**src/rtl/div_sequencer.sv**
```systemverilog
// Multi-cycle DIV/DIVU sequencer: restoring radix-2 divider with pipeline stall/flush handshake.
// Produces hi=remainder, lo=quotient; divide-by-zero returns lo=all-ones, hi=dividend.
module div_sequencer #(
    parameter int unsigned ITER = 32
) (
    input  logic        clk,
    input  logic        rst,
    input  logic        start,
    input  logic        signed_div,
    input  logic        flush,
    input  logic [31:0] a,
    input  logic [31:0] b,
    output logic        stall,
    output logic        ready,
    output logic        busy,
    output logic [31:0] hi,
    output logic [31:0] lo
);

    localparam int unsigned W = 32;

    typedef enum logic [1:0] {
        IDLE    = 2'd0,
        CALC    = 2'd1,
        DIVZERO = 2'd2,
        DONE    = 2'd3
    } state_t;

    state_t       state, state_next;
    logic [5:0]   cnt;
    logic [W-1:0] rem, quo, dvs, a_raw;
    logic         neg_q, neg_r;
    logic         accept;

    logic [W:0]   rem_shift, trial;
    logic         q_bit;
    logic [W-1:0] rem_step, quo_step, q_fix, r_fix;

    // One restoring step plus the sign fix-up applied when the last step lands in DONE.
    always_comb begin
        rem_shift = {rem, quo[W-1]};
        trial     = rem_shift - {1'b0, dvs};
        q_bit     = ~trial[W];
        rem_step  = q_bit ? trial[W-1:0] : rem_shift[W-1:0];
        quo_step  = {quo[W-2:0], q_bit};
        q_fix     = neg_q ? W'(-quo_step) : quo_step;
        r_fix     = neg_r ? W'(-rem_step) : rem_step;
    end

    // Next-state and the combinational stall that freezes the pipeline in the accept cycle.
    always_comb begin
        state_next = state;
        accept     = 1'b0;
        stall      = 1'b0;
        case (state)
            IDLE: begin
                if (start && !flush) begin
                    accept     = 1'b1;
                    stall      = 1'b1;
                    state_next = (b == '0) ? DIVZERO : CALC;
                end
            end
            CALC: begin
                stall = 1'b1;
                if (flush)
                    state_next = IDLE;
                else if (cnt == 6'(ITER - 1))
                    state_next = DONE;
            end
            DIVZERO: begin
                stall      = 1'b1;
                state_next = flush ? IDLE : DONE;
            end
            DONE: state_next = IDLE;
            default: state_next = IDLE;
        endcase
    end

    always_ff @(posedge clk) begin
        if (rst) begin
            state <= IDLE;
            cnt   <= '0;
            rem   <= '0;
            quo   <= '0;
            dvs   <= '0;
            a_raw <= '0;
            neg_q <= 1'b0;
            neg_r <= 1'b0;
            ready <= 1'b0;
            busy  <= 1'b0;
            hi    <= '0;
            lo    <= '0;
        end else begin
            state <= state_next;
            ready <= (state_next == DONE);
            busy  <= (state_next != IDLE);
            if (accept) begin
                cnt   <= '0;
                rem   <= '0;
                quo   <= (signed_div && a[W-1]) ? W'(-a) : a;
                dvs   <= (signed_div && b[W-1]) ? W'(-b) : b;
                a_raw <= a;
                neg_q <= signed_div && (a[W-1] ^ b[W-1]);
                neg_r <= signed_div && a[W-1];
            end else if (state == CALC) begin
                cnt <= cnt + 6'd1;
                rem <= rem_step;
                quo <= quo_step;
            end
            // hi/lo only change on entry to DONE; a flushed divide never gets here.
            if (state_next == DONE) begin
                if (state == DIVZERO) begin
                    hi <= a_raw;
                    lo <= '1;
                end else if (state == CALC) begin
                    hi <= r_fix;
                    lo <= q_fix;
                end
            end
        end
    end

endmodule

```
**config.mk**
```make
export PLATFORM = sky130hd
export DESIGN_NAME = div_sequencer
export DESIGN_NICKNAME = d
export VERILOG_FILES = /design/src/rtl/div_sequencer.sv
export SDC_FILE = /design/constraint.sdc
export NUM_CORES = 1
export LEC_CHECK = 0
export CAP_MARGIN = 20
export CORE_MARGIN = 10
export CORE_UTILIZATION = 50
export DETAILED_ROUTE_END_ITERATION = 7
export PLACE_DENSITY = 0.83
export SYNTH_ARGS = -nofsm -noshare
export SYNTH_HDL_FRONTEND = slang
export SYNTH_SLANG_ARGS = --single-unit
export TNS_END_PERCENT = 100
```
**constraint.sdc**
```tcl
create_clock -name clk -period 5 [get_ports clk]
set_clock_uncertainty 0.1 [all_clocks]
set_input_delay 0.75 -clock clk [delete_from_list [all_inputs] [get_ports clk]]
set_output_delay 0.75 -clock clk [all_outputs]
set_load 0.05 [all_outputs]
```
After elaboration in Yosys (flattened, before gate mapping):

Index checks and enable logic that the tools add are counted.

* word-level logic and storage cells: 58
* register bits after elaboration: 204
* input port bits: 69
* output and inout port bits: 67

* bitwise operators: 2
* reduce and logical (&&, ||, !) cells: 13
* muxes and demuxes: 20
* add/sub/neg operators: 6
* equal/unequal tests: 5

Operators by type and width (number)
* 2-to-1 mux 32 bit: 11
* negation 32 bit: 4
* subtractor 33 x 32 -> 33 bit: 1
* logical NOT 32 bit: 1
* 2-to-1 mux 2 bit: 5
* case mux 2 bit (4 select lines): 1
* adder 6 x 1 -> 6 bit, second input constant: 1
* == test 2 bit, second input constant: 3
* == test 6 x 5 -> 1 bit, second input constant: 1
* nonzero test 2 bit: 3
* logical AND 1 bit: 4
* OR reduction 2 bit: 2
* == test 2 x 1 -> 1 bit, second input constant: 1
* logical NOT 2 bit: 1
* 2-to-1 mux 1 bit: 2
* case mux 1 bit (2 select lines): 1
* AND reduction 2 bit: 1
* logical NOT 1 bit: 1
* inverter 1 bit: 1
* bitwise XOR 1 bit: 1

Depth between registers and ports, before layout:

* word-level depth: 6
* gate-level depth with buffers: 24
* mapped depth without buffers: 21

Least setup slack after synthesis:

No wires, ideal clock.

* path kind: reg-to-reg
* from: register quo[31]
* to: register hi[24]
* setup slack: -0.063 ns
* library setup time: 0.134 ns
* stages on the path, launching flop included: 25
* path buffers: 3
* data arrival time: 4.828 ns
* clock period less this slack: 5.063 ns
* required time: 4.766 ns
* cell sequence: dfxtp_1 inv_1 ha_1 fa_1 nor2b_1 o31a_4 o211ai_4 a2111oi_4 o21a_4 nor2_8 inv_4 buf_2 buf_4 buf_2 nor2_1 a21oi_1 ha_1 inv_1 or2_2 nor4_1 mux2i_1 nor4_1 mux2_2 a211oi_1 a211oi_1

* longest elaborated chain between the ends: 6

RTL lines
* from (decl): line 31 `logic [W-1:0] rem, quo, dvs, a_raw;`
* from (signal assigned): line 100 `quo <= (signed_div && a[W-1]) ? W'(-a) : a;`
* from (signal assigned): line 108 `quo <= quo_step;`
* subtractor 33 x 32 -> 33 bit: line 42 `trial = rem_shift - {1'b0, dvs};`
* 2-to-1 mux 32 bit (*): line 44 `rem_step = q_bit ? trial[W-1:0] : rem_shift[W-1:0];`
* negation 32 bit: line 47 `r_fix = neg_r ? W'(-rem_step) : rem_step;`
* 2-to-1 mux 32 bit (*): line 47
* 2-to-1 mux 32 bit (*): line 115 `end else if (state == CALC) begin`
* 2-to-1 mux 32 bit (*): line 112 `if (state == DIVZERO) begin`
* to (signal assigned): line 113 `hi <= a_raw;`
* to (signal assigned): line 116 `hi <= r_fix;`
* to (decl): line 16 `output logic [31:0] hi,`

Every way passes the cells marked *; elsewhere a longest branch is shown, timed or not. The select of a mux whose other input is x is not followed.
A chain may end at the register's enable or synchronous reset.

Worst setup path after layout:

* from: register rem[1]
* to: register hi[24]

* longest elaborated chain between the ends: 6

RTL lines
* from (decl): line 31
* from (signal assigned): line 107 `rem <= rem_step;`
* subtractor 33 x 32 -> 33 bit: line 42
* 2-to-1 mux 32 bit (*): line 44
* negation 32 bit: line 47
* 2-to-1 mux 32 bit (*): line 47
* 2-to-1 mux 32 bit (*): line 115
* 2-to-1 mux 32 bit (*): line 112

Marks and branches as above.

==> summary.txt <==
Run status
  • Outcome: finished, final reports clean

Pwr
  • Power density cells: 581 nW/um^2
  • Peak supply drop: 318 uV
  • Reported leakage power: 5.77 nW

Synthesis
  • Synth Register Bits: 204
  • Number of synthesized flops with an enable pin: 0
  • Compound-cell area share of the yosys netlist: 0.264
  • Largest family of logic cells by synthesized area: compound AO/OA/AOI/OAI gates
  • Post-synth top flop: dfxtp_1
  • Synth area leaders: dfxtp_1 30%, a211oi_1 6.2%, nor2_1 6.2%
  • Post-synthesis adder-cell area fraction: 0.0406
  • Yosys Warn Count: 0
  • Synth Instances: 1,705
  • Synth area leader: dfxtp_1
  • Mapped Area: 13,400 sq um
  • Commonest cells post-synth: 222 x nor2_1, 204 x dfxtp_1, 161 x nand2_1
  • Post-synthesis xor/xnor area fraction: 0.0821
  • Top-count cell post-synth: nor2_1
  • Post-Synth Simple-Gate Area: 0.207
  • Avg Inst Size Synth: 7.88 sq um
  • Distinct cells, synth: 94
  • Multiplexer share of the synthesized area: 0.0498
  • Synth top area share: 0.304
  • Register area share after synthesis: 0.304
  • Syn Nets: 1,817
  • Async set or reset register ratio after synthesis: 0

Route
  • Final wirelength: 44,500 um
  • Wire length per cell: 20.7 um
  • Vias: 13,500
  • Met2 wire length: 20,000 um
  • Met3 Routed Length: 3940 um
  • Top Metal Used: met4
  • Vias per cell: 6.27
  • DR DRC count: 0
  • Initial DRC Count: 1,458
  • Wl on met1: 19,400 um
  • Post-route ant nets: 0
  • Drt pass-1 iters: 7

CTS
  • TritonCTS clock tree: yes
  • CTS H-Tree Depth: 1
  • CTS Buffer Depth: 3
  • Clk sinks: 204
  • Hold Buf Count CTS: 0
  • Worst-path clk slew: 0.07 ns
  • Root buf cell: clkbuf_16
  • Clk Latency, worst-skew pair: 0.54 ns
  • CTS buffer count: 24

Timing
  • Hold Vio Cnt, Final: 0
  • Worst-Margin Slew: 0.952 ns
  • PnR worst setup slack: 0.239 ns
  • Setup violations, final: 0
  • Final Cycle Share: 0.952
  • Setup TNS: 0 ns
  • Final count of pins violating max slew: 0
  • Slew margin rel.: 0.359
  • Min cycle time layout: 4.76 ns
  • Max frequency: 210 MHz
  • RSZ-0062 raised after global routing: false

Die
  • Initial core utilization: 0.512
  • IO Count: 136
  • Die Wd: 184 um
  • Die Y: 184 um
  • Die area: 33,800 sq um
  • Core area: 26,300 sq um
  • Placement row count: 59

Worst setup path
  • CP Class: register to register
  • Worst reg-to-reg setup slack: 0.24 ns
  • Worst Setup SP: rem[1]$_SDFFE_PP0P_
  • Buffers & Inverters on Critical Path: 3
  • Worst setup SP type: register
  • Critical path cell sequence: ha_1 -> nor2b_4 -> o31a_4 -> o211ai_4 -> a2111oi_4 -> buf_4 -> nor3_4 -> nor2_8 -> inv_4 -> nor2_1 -> a21oi_2 -> ha_4 -> inv_1 -> or2_2 -> nor4_1 -> mux2i_1 -> nor4_1 -> mux2_2 -> a211oi_1 -> a211oi_1
  • Critical Path End Type: register
  • Arrival time at the worst endpoint: 5.05 ns
  • Required @ worst endpoint: 5.29 ns
  • CP Max Fanout: 9
  • Family with the most delay on the worst path: simple AND/OR/NAND/NOR gates
  • Slowest cell on crit path: dfxtp_1
  • Worst R2R Start: rem[1]$_SDFFE_PP0P_
  • CP max stage delay: 0.46 ns

Final layout
  • Area Overhead vs Synth: 19.1%
  • Layout cell share with drive strength beyond 1: 0.0723
  • Util after Layout: 0.609
  • Antenna Cells: 0
  • Final nets: 1,906

Global route
  • GRT Overall Usage: 0.250
  • Global-route wire length before repair: 69,500 um
  • Vias in the first global route: 12,500
  • Largest net degree at the start of global routing: 95
  • Initial antenna violation count: 0
  • Gr ovfl total: 0

Hold path
  • Hold Crit Class: register to register
  • Hold wc startpoint: a_raw[22]$_SDFFE_PP0P_

Placed design
  • Dpl ws: 0.0143 ns
  • PortBufs: 135
  • Placer Congestion: 0.955
  • DP HPWL: 33,000 um

Flow run
  • Max Cap Violations: 0
[layout by cell type, fill, tap and decap left out, types with 7 or more instances in the layout]
cell type / netlist / routed
xnor2_1: 48 / 48
nand3_1: 18 / 18
a211oi_1: 111 / 111
buf_4: 2 / 37
clkdlybuf4s50_1: 0 / 134
nor2_1: 222 / 222
o41ai_1: 7 / 7
or3_1: 22 / 22
a311oi_1: 32 / 32
nand2_1: 161 / 160
dfxtp_1: 204 / 204
o31ai_1: 33 / 33
nor3_1: 34 / 34
clkbuf_16: 0 / 24
o21ai_1: 7 / 7
ha_1: 42 / 40
inv_1: 62 / 62
mux2_2: 7 / 7
nand4_1: 12 / 12
mux2i_1: 59 / 59
nor4_1: 16 / 16
nand2b_1: 11 / 11
o31a_1: 8 / 8
xor2_1: 78 / 78
a21o_1: 14 / 14
and3_1: 16 / 16
a21oi_1: 130 / 126
nor2b_1: 8 / 7
or2_2: 7 / 7
and2_1: 19 / 18
a31oi_1: 16 / 16
or4_1: 9 / 9
o21ai_0: 67 / 67
[where the power goes]
part | switching [mW] | leakage [nW] | internal (mW)
Sequential | 0.200 | 1.66 | 1.84
Clock | 0.771 | 0.422 | 1.18
Combinational | 3.43 | 3.68 | 1.89
[registers in the layout (all words and copies together) (netlist names), 2 cells and up]
| register | flops |
|---|---|
| a_raw | 32 |
| dvs | 32 |
| hi | 32 |
| lo | 32 |
| quo | 32 |
| rem | 32 |
| cnt | 6 |
| state | 2 |
[worst register-to-register path, delay by kind of cell, from the launching register on]
kind | cells | cell delay, ns
buffers and inverters | 3 | 0.36
AOI/OAI and AO/OA | 6 | 1.18
muxes | 2 | 0.58
and+or+nand+nor | 7 | 1.38
adders and majority gates | 2 | 0.56
DFF | 1 | 0.46
[path summary, 6_finish.rpt]
| path | cells past startpoint | endpoint |
|---|---|---|
| max reg2reg | 20 | hi[24]$_SDFFE_PP0P_ |
| min | 2 | a_raw[22]$_SDFFE_PP0P_ |
| min reg2reg | 2 | a_raw[22]$_SDFFE_PP0P_ |
| max | 20 | hi[24]$_SDFFE_PP0P_ |
[cell type report]
cell class              count  area [sq um]
fillers                  2278         10300
multi-input cells        1328          8730
flip-flops and latches    204          4080
repair buffers            173          1670
clock buffers              27           632
well taps                 335           419
inverters                  63           239
clock inverters            17           236
[logic make-up (layout without fill, tap and decap cells)]
logic type | Yosys count | count (layout)
buffers and inverters | 173 | 280
DFF | 204 | 204
adders and majority gates | 43 | 43
muxes | 66 | 66
and+or+nand+nor | 590 | 590
AOI/OAI and AO/OA | 503 | 503
xor gates and xnor gates | 126 | 126
[metal layers]
layer | track usage | vias up
met5 | 0 | -
met4 | 0.0741 | 0
met3 | 0.0431 | 80
met2 | 0.391 | 570
met1 | 0.343 | 6434
li1 | - | 6383
[timing repair]
item | CTS | global route
setup endpoints to repair | 1 | 8
setup buffers | 0 | 2
pin swaps | 0 | 3
gates resized for setup | 1 | 3
[per-stage QoR]
step	instances	hold slack [ns]	total power [mW]	instance area, sq um
final	2147	0.354	9.30	16000
after global routing	2147	0.368	9.74	16000
after CTS	2144	0.354	9.15	15900
after detailed placement	2100	0.345	7.18	15100
after global placement	2100	0.339	7.10	15100
after floorplan	1705	0.331	5.73	13500
(Power assumes the default switching activity.)
